$ cat config.mk
export PLATFORM = sky130hd
export DESIGN_NAME = walking_one_rr_arbiter
export DESIGN_NICKNAME = d
export VERILOG_FILES = /design/src/rtl/walking_one_rr_arbiter_pkg.sv /design/src/rtl/walking_one_rr_arbiter_picker.sv /design/src/rtl/walking_one_rr_arbiter.sv
export SDC_FILE = /design/constraint.sdc
export NUM_CORES = 1
export LEC_CHECK = 0
export ABC_AREA = 1
export ABC_CLOCK_PERIOD_IN_PS = 1400
export CAP_MARGIN = 20
export CORE_UTILIZATION = 51
export DETAILED_ROUTE_END_ITERATION = 7
export HOLD_SLACK_MARGIN = 0.03
export PLACE_DENSITY_LB_ADDON = 0.25
export SLEW_MARGIN = 20
export SYNTH_ARGS = -nofsm -noshare
export SYNTH_HDL_FRONTEND = slang
export SYNTH_SLANG_ARGS = --single-unit
export TNS_END_PERCENT = 1
$ cat constraint.sdc
create_clock -name Clock -period 1.4 [get_ports Clock]
set_input_delay 0.28 -clock Clock [delete_from_list [all_inputs] [get_ports Clock]]
set_output_delay 0.28 -clock Clock [all_outputs]
set_load 0.05 [all_outputs]
$ cat src/rtl/walking_one_rr_arbiter_pkg.sv
// Shared definitions for the walking-one round-robin arbiter.
// State encoding, default watchdog limit and an index-width helper.
package walking_one_rr_arbiter_pkg;

    typedef enum logic {
        ST_IDLE  = 1'b0,
        ST_OWNED = 1'b1
    } arb_state_e;

    localparam int DEFAULT_MAX_HOLD = 255;

    function automatic int idx_w(input int n);
        return (n > 1) ? $clog2(n) : 1;
    endfunction

endpackage

$ cat src/rtl/walking_one_rr_arbiter_picker.sv
// Combinational round-robin picker: rotate by pointer, find first one,
// rotate back. Emits one-hot winner, its index and an any-valid flag.
module rr_first_one_picker
    import walking_one_rr_arbiter_pkg::*;
#(
    parameter int NUM_REQ = 3,
    localparam int IW = idx_w(NUM_REQ)
) (
    input  logic [NUM_REQ-1:0] req_i,
    input  logic [IW-1:0]      ptr_i,
    output logic [NUM_REQ-1:0] gnt_o,
    output logic [IW-1:0]      idx_o,
    output logic               any_o
);

    logic [2*NUM_REQ-1:0] dbl;
    logic [NUM_REQ-1:0]   rot;
    logic                 found;
    logic [IW-1:0]        pidx;
    int                   pos;

    assign dbl = {req_i, req_i} >> ptr_i;
    assign rot = dbl[NUM_REQ-1:0];

    always_comb begin
        gnt_o = '0;
        idx_o = '0;
        found = 1'b0;
        pos   = 0;
        pidx  = '0;
        for (int i = 0; i < NUM_REQ; i++) begin
            if (!found && rot[i]) begin
                found = 1'b1;
                pos   = int'(ptr_i) + i;
                if (pos >= NUM_REQ) pos = pos - NUM_REQ;
                pidx        = IW'(pos);
                gnt_o[pidx] = 1'b1;
                idx_o       = pidx;
            end
        end
        any_o = found;
    end

endmodule

$ cat src/rtl/walking_one_rr_arbiter.sv
// Round-robin arbiter with registered one-hot grant held per transaction,
// zero-bubble handover and a watchdog that forces release of a stuck owner.
module walking_one_rr_arbiter
    import walking_one_rr_arbiter_pkg::*;
#(
    parameter int NUM_REQ  = 3,
    parameter int MAX_HOLD = DEFAULT_MAX_HOLD
) (
    input  logic               Clock,
    input  logic               Reset_n,
    input  logic [NUM_REQ-1:0] iRequest,
    input  logic [NUM_REQ-1:0] iRelease,
    output logic [NUM_REQ-1:0] oGrant,
    output logic               oGrantValid,
    output logic               oTimeout
);

    localparam int IW = idx_w(NUM_REQ);
    localparam int CW = (MAX_HOLD > 0) ? $clog2(MAX_HOLD + 1) : 1;
    localparam logic [CW-1:0] HOLD_LAST = CW'((MAX_HOLD > 0) ? MAX_HOLD - 1 : 0);
    localparam logic [IW-1:0] LAST_REQ  = IW'(NUM_REQ - 1);

    arb_state_e         state_q, state_d;
    logic [IW-1:0]      ptr_q, ptr_d;
    logic [IW-1:0]      owner_q, owner_d;
    logic [CW-1:0]      cnt_q, cnt_d;
    logic [NUM_REQ-1:0] grant_q, grant_d;
    logic               valid_q;
    logic               timeout_q, timeout_d;

    logic               rel_ev, drop_ev, wd_ev, end_ev;
    logic [IW-1:0]      next_ptr, pick_ptr;
    logic [NUM_REQ-1:0] pick_gnt;
    logic [IW-1:0]      pick_idx;
    logic               pick_any;

    assign rel_ev   = |(iRelease & grant_q);
    assign drop_ev  = ~|(iRequest & grant_q);
    assign wd_ev    = (MAX_HOLD != 0) && (cnt_q == HOLD_LAST);
    assign end_ev   = rel_ev | drop_ev | wd_ev;
    assign next_ptr = (owner_q == LAST_REQ) ? '0 : owner_q + 1'b1;
    // On handover the winner is picked with the already-advanced pointer
    assign pick_ptr = (state_q == ST_OWNED) ? next_ptr : ptr_q;

    rr_first_one_picker #(
        .NUM_REQ(NUM_REQ)
    ) u_picker (
        .req_i(iRequest),
        .ptr_i(pick_ptr),
        .gnt_o(pick_gnt),
        .idx_o(pick_idx),
        .any_o(pick_any)
    );

    always_comb begin
        state_d   = state_q;
        ptr_d     = ptr_q;
        owner_d   = owner_q;
        cnt_d     = cnt_q;
        grant_d   = grant_q;
        timeout_d = 1'b0;
        unique case (1'b1)
            (state_q == ST_IDLE): begin
                grant_d = pick_gnt;
                if (pick_any) begin
                    state_d = ST_OWNED;
                    owner_d = pick_idx;
                    cnt_d   = '0;
                end
            end
            (state_q == ST_OWNED): begin
                if (end_ev) begin
                    ptr_d     = next_ptr;
                    cnt_d     = '0;
                    grant_d   = pick_gnt;
                    owner_d   = pick_idx;
                    timeout_d = wd_ev & ~rel_ev & ~drop_ev;
                    state_d   = pick_any ? ST_OWNED : ST_IDLE;
                end else if (cnt_q != '1) begin
                    cnt_d = cnt_q + 1'b1;
                end
            end
            default: begin
                state_d = ST_IDLE;
                grant_d = '0;
            end
        endcase
    end

    always_ff @(posedge Clock or negedge Reset_n) begin
        if (!Reset_n) begin
            state_q   <= ST_IDLE;
            ptr_q     <= '0;
            owner_q   <= '0;
            cnt_q     <= '0;
            grant_q   <= '0;
            valid_q   <= 1'b0;
            timeout_q <= 1'b0;
        end else begin
            state_q   <= state_d;
            ptr_q     <= ptr_d;
            owner_q   <= owner_d;
            cnt_q     <= cnt_d;
            grant_q   <= grant_d;
            valid_q   <= |grant_d;
            timeout_q <= timeout_d;
        end
    end

    assign oGrant      = grant_q;
    assign oGrantValid = valid_q;
    assign oTimeout    = timeout_q;

endmodule

==> results.cfg, run 1 <==
[sta]
whs_ns = 0.3063
finClkSkew_ns = 0.002668
finalMaxSlewViolations = 0
fin_ws_ns = -0.3470
hold_violations = 0
finalCritPeriodShare = 1.248
worst_slew_pin_slew_ns = 0.3327
final.min_clock_period_ns = 1.747
setup_viol = 16
max_freq_ghz = 0.5724
relSlewSlack = 0.7782
rsz0062_at_grt = true

[clock_network]
clock_path_buffers = 2
cts_tree = done
clock_sinks = 18
root_buffer = clkbuf_4
cts_max_level = 1
clock_latency_ns = 0.30
path_clk_slew_ns = 0.11
cts_buffers = 3

[pwr]
intPower_w = 0.002002
total_leakage_power_nw = 1.037
p_sw_frac = 0.4886
ir_worst_vdd_mv = 1.812
power.density_nw_per_um2 = 1909
comb_power_share = 0.707
pwr-share-clk = 0.084
p_sw_w = 0.001913
pwr-share-seq = 0.208
p_total_w = 0.003915

[grt]
grt_max_degree = 19
grt_pass1_wl_um = 6147
antenna_found_initial = 0
grt_use_total = 0.3116
overflow = 0
first_global_vias = 1450

[worst_setup_path]
reg2reg_slack_ns = -0.35
start_kind = flip-flop
crit_type = flip-flop to flip-flop
end_kind = flip-flop
crit_fanout = 5
reg2reg_from = owner_q[0]$_DFFE_PN0P_
timing.rr.end = oGrantValid$_DFF_PN0_
worstPathArrival_ns = 1.94
reg2reg_depth = 11
cp.required_ns = 1.60

[drt]
drtIter0Drc = 78
wirelength_um = 4533
drtPass1Iterations = 8
viasPerCell = 5.767
antenna_left = 0
drc = 2
wl_per_cell_um = 17.04
vias = 1534

[outcome]
outcome = complete, but fails checks
violations = design-rule violations, negative setup slack

[job]
cap_violations = 0

[floorplan]
boundaryPins = 13
die_h_um = 53.05
dieArea_um2 = 2814
fp-row-count = 18
core-area_um2 = 2477
start_util = 0.5364
fp.dieW_um = 53.05

[place]
numPortBuffers = 12
place_congestion = 0.9110
hpwl_um = 2821

[logic_synthesis]
synth_area_um2 = 1329
ys_ff_latch = 18
syn_nets = 194
netlist_instances = 180
synth_warnings = 0
yosysUniqueCellTypes = 27
avgSynthCellArea_um2 = 7.382
yosysSeqAreaShare = 0.3390

[cells_and_area]
nets = 251
layout_common_cells = buf_4, nand2_1, nand3_1
drive_above_1_share = 0.4746
mostFrequentLayoutCell = buf_4
synthToLayoutAreaGrowth_pct = 54.33
n_antenna_cell = 0

[hold_path]
hold_class = input pin to asynchronous set/reset pin
==> layout make-up <==
cell class / instances / area (µm²)
multi-input combinational: 133 / 919.6
inverter: 27 / 106.4
sequential: 18 / 456.7
timing repair buffer: 54 / 494.2
fill: 153 / 426.7
clock buffer: 4 / 36.28
tap: 30 / 37.54
==> timing repair <==
action / 4_1_cts / 5_1_grt
pin swaps: 10 / 7
resized for setup: 35 / 17
setup endpoints to repair: 16 / 16
hold buffers: 0 / 0
setup buffers: 5 / 3
==> Yosys cell counts (all sizes together) <==
master | n | share of area
nand2 | 48 | 0.15
nand3 | 37 | 0.15
inv | 27 | 0.076
dfrtp | 18 | 0.34
nor2 | 12 | 0.038
o21ai | 9 | 0.051
ha | 6 | 0.056
nand4 | 4 | 0.024
xor2 | 4 | 0.026
nand3b | 3 | 0.017
nor3 | 3 | 0.015
a21oi | 2 | 0.010
buf | 2 | 0.014
or2 | 2 | 0.0094
xnor2 | 2 | 0.013
o31ai | 1 | 0.0057
==> logic make-up after synthesis <==
group / synth area share
AOI/OAI and AO/OA: 0.06685
xor gates and xnor gates: 0.03955
adders and majority gates: 0.05650
buffers and inverters: 0.09040
DFF: 0.3390
and+or+nand+nor: 0.4077
==> power groups by stage <==
stage	combinational (W)	sequential, W	clock, W
6_report	0.00277	0.000815	0.000330
5_1_grt	0.00301	0.000825	0.000352
4_1_cts	0.00252	0.000794	0.000330
3_5_place_dp	0.00223	0.000793	0
3_3_place_gp	0.00213	0.000790	0
2_1_floorplan	0.00113	0.000957	0
==> stage by stage <==
stage / setup TNS [ns] / std cells / util / cell area, µm² / setup slack (ns)
2_1_floorplan: -1.567 / 180 / - / 1333 / -0.1524
3_3_place_gp: -5.443 / 254 / 0.7172 / 1777 / -0.3950
3_5_place_dp: -6.896 / 254 / 0.7172 / 1777 / -0.5267
4_1_cts: -1.948 / 263 / 0.7955 / 1971 / -0.2217
5_1_grt: -4.824 / 266 / 0.8278 / 2051 / -0.4749
6_report: -3.337 / 266 / 0.8278 / 2051 / -0.3470
==> worst max-delay path by stage <==
| stage | start | to |
|---|---|---|
| floorplan | oGrant[1]$_DFF_PN0_ | cnt_q[2]$_DFFE_PN0P_ |
| global placement | iRequest[1] | cnt_q[3]$_DFFE_PN0P_ |
| detailed placement | iRequest[0] | cnt_q[7]$_DFFE_PN0P_ |
| CTS | owner_q[0]$_DFFE_PN0P_ | owner_q[0]$_DFFE_PN0P_ |
| global route | owner_q[0]$_DFFE_PN0P_ | oGrantValid$_DFF_PN0_ |
| finish | owner_q[0]$_DFFE_PN0P_ | oGrantValid$_DFF_PN0_ |
==> metal layers <==
metal | GRT usage | routed length (µm) | up-vias
met5 | 0 | 0 | -
met4 | 0.1798 | 330 | 0
met3 | 0.03448 | 198 | 41
met2 | 0.5802 | 2398 | 85
met1 | 0.3333 | 1606 | 705
li1 | - | - | 703
==> sequential cells by signal (all words and copies together) (netlist names) <==
register / count
ptr_q: 2
oGrantValid: 1
oTimeout: 1
cnt_q: 8
owner_q: 2
oGrant: 3
state_q: 1
==> worst max-delay path, cell delays in order, from the launching register on <==
cell and delay (ns):
dfrtp_2 0.46, o21ai_4 0.20, buf_6 0.16, nand3_4 0.08, nand3_4 0.14, nand2_4 0.09, nand2_4 0.07, nor2_2 0.04
nor2_1 0.13, nand2_1 0.10, nand2_1 0.10, nand3_1 0.08
No activity file was read; power rests on OpenSTA's default activity.
==> run 2: changes to the inputs <==
--- a/config.mk
+++ b/config.mk
@@ -8,6 +8,7 @@
 export ABC_AREA = 1
 export ABC_CLOCK_PERIOD_IN_PS = 1400
 export CAP_MARGIN = 20
+export CORE_MARGIN = 2
 export CORE_UTILIZATION = 51
 export DETAILED_ROUTE_END_ITERATION = 7
 export HOLD_SLACK_MARGIN = 0.03
==> run 2 against run 1 <==
  * The flow finishes with violations (negative setup slack)
  * Fmax decreased by 2.3%
  * Largest cell class unchanged
  * Sequential share of layout area down 0.23 points
  * Worst hold slack worse by 0.018 ns
  * Non-clock buffer count fell by 1
  * Critical path type unchanged
  * Critical endpoint is now owner_q[0]$_DFFE_PN0P_
  * Register-to-register slack got worse by 0.04 ns
  * Clock skew is 0.0054 ns higher
  * First-iteration DRC count fell by 17%
  * Flip-flop and latch count stayed put
  * Clock-buffer cell count unchanged
  * Global-route usage shrank 3.9 points
  * Power decreased by 1.3%
==> results.cfg, run 2 (synthesis results as in run 1) <==
[outcome]
outcome = complete, but fails checks
violations = negative setup slack

[grt]
first_global_vias = 1374
grt_max_degree = 19
antenna_found_initial = 0
grt_pass1_wl_um = 5809
grt_use_total = 0.2722
overflow = 0

[cells_and_area]
mostFrequentLayoutCell = buf_4
nets = 250
layoutNonFillerInstCount = 265
n_antenna_cell = 0
synthToLayoutAreaGrowth_pct = 55.93
layout_common_cells = buf_4, nand2_1, nand3_1
drive_above_1_share = 0.4511
largest_register = cnt_q
largest_register_ffs = 8

[place]
place_congestion = 0.9291
placed_cells = 253
numPortBuffers = 12
hpwl_um = 2915

[sta]
hold_violations = 0
tns_ns = -3.331
relSlewSlack = 0.8134
setup_viol = 15
finClkSkew_ns = 0.008114
rsz0062_at_grt = true
worst_slew_pin_slew_ns = 0.2792
final.min_clock_period_ns = 1.788
fin_ws_ns = -0.3876
finalMaxSlewViolations = 0
finalCritPeriodShare = 1.277
max_freq_ghz = 0.5594

[floorplan]
start_util = 0.5364
fp.dieW_um = 55.05
boundaryPins = 13
core-area_um2 = 2477
dieArea_um2 = 3030
fp-row-count = 18
die_h_um = 55.05

[drt]
drtIter0Drc = 65
vias = 1509
drc = 0
wl_per_cell_um = 17.43
viasPerCell = 5.694
drtPass1Iterations = 4
wirelength_um = 4619
antenna_left = 0

[clock_network]
clock_sinks = 18
clock_latency_ns = 0.30
cts_buffers = 3
ctsHoldBuffers = 0
root_buffer = clkbuf_4
clock_path_buffers = 2
path_clk_slew_ns = 0.11
cts_max_level = 1
cts_tree = done

[worst_setup_path]
crit_fanout = 4
start_kind = flip-flop
cpMostUsedCell = nand2_1
cp_slowest_stage_delay_ns = 0.42
cp.required_ns = 1.64
crit_type = flip-flop to flip-flop
worstPathCellList = inv_1, nand2_4, buf_4, nand3_1, nand3_1, nand2_1, nand4_1, nand3b_1, nand2_1, nand2_1
cp_slowest_cell = dfrtp_1
worstPathArrival_ns = 2.03
end_kind = flip-flop

[pwr]
ir_worst_vdd_mv = 1.832
power.density_nw_per_um2 = 1865
pwr-share-seq = 0.211
p_sw_frac = 0.4982
total_leakage_power_nw = 1.043
pwr-share-clk = 0.087
p_sw_w = 0.001925
comb_power_share = 0.702
intPower_w = 0.001939

[job]
cap_violations = 0

[hold_path]
hold_class = input pin to asynchronous set/reset pin
[run 2: cell count changes in the layout (fill, tap and decap cells not counted), moves of 2 or more]
cell / previous run / this run
buf_6: 3 / 1
clkdlybuf4s50_1: 5 / 7
dlygate4sd2_1: 2 / 0
ha_1: 1 / 5
ha_2: 4 / 0
nand2_1: 29 / 33
nand2_2: 14 / 8
nand2_4: 5 / 7
nor2_1: 8 / 5
nor2_2: 4 / 6
[run 2: final timing paths]
path	cells past startpoint	from	end	slack, ns
max in group asynchronous	2	Reset_n	oGrant[0]$_DFF_PN0_	0.88
min in group Clock	2	ptr_q[1]$_DFFE_PN0P_	ptr_q[1]$_DFFE_PN0P_	0.52
hold reg to reg	2	ptr_q[1]$_DFFE_PN0P_	ptr_q[1]$_DFFE_PN0P_	0.52
hold / removal	2	Reset_n	cnt_q[4]$_DFFE_PN0P_	0.29
setup / recovery	10	ptr_q[0]$_DFFE_PN0P_	owner_q[0]$_DFFE_PN0P_	-0.39
setup reg to reg	10	ptr_q[0]$_DFFE_PN0P_	owner_q[0]$_DFFE_PN0P_	-0.39
[run 2: power by group through the flow]
stage | registers (W) | logic [W] | clock network (W)
global placement | 0.000789 | 0.00206 | 0
floorplan | 0.000957 | 0.00113 | 0
detailed placement | 0.000795 | 0.00218 | 0
global route | 0.000822 | 0.00291 | 0.000362
CTS | 0.000793 | 0.00241 | 0.000324
finish | 0.000817 | 0.00271 | 0.000335
[run 2: area by class of cell]
class / instances / area, µm²
Sequential cell: 18 / 456.7
Timing Repair Buffer: 53 / 494.2
Fill cell: 141 / 405.4
Multi-Input combinational cell: 133 / 943.4
Clock buffer: 4 / 36.28
Inverter: 27 / 103.9
Tap cell: 30 / 37.54
[run 2: repair_timing]
| item | in CTS | in global routing |
|---|---|---|
| gates resized for setup | 27 | 19 |
| endpoints found under the setup margin | 16 | 16 |
| buffers inserted | 6 | 2 |
| pin swaps | 7 | 5 |
[run 2: critical path: cells and delay by family, from the launching register on]
kind / cells / cell delay (ns)
DFF: 1 / 0.42
and+or+nand+nor: 8 / 0.96
buffers and inverters: 2 / 0.33
[run 2: metal layers]
metal	part of all wire	vias up	track usage
met4	0.050	0	0.1382
met3	0.044	24	0.01075
met5	0	-	0
met1	0.38	720	0.2931
met2	0.53	71	0.5317
li1	-	694	-
[run 2: stage by stage]
stage          setup WS (ns)  total power, W  hold slack, ns    util  instance area, µm²
2_1_floorplan        -0.1524        0.002091        -0.01559       -                1333
3_3_place_gp         -0.3982        0.002852          0.4698  0.7192                1782
3_5_place_dp         -0.4601        0.002980          0.4951  0.7192                1782
4_1_cts              -0.2207        0.003531          0.3055  0.7990                1979
5_1_grt              -0.4258        0.004094          0.3207  0.8364                2072
6_report             -0.3876        0.003863          0.2886  0.8364                2072
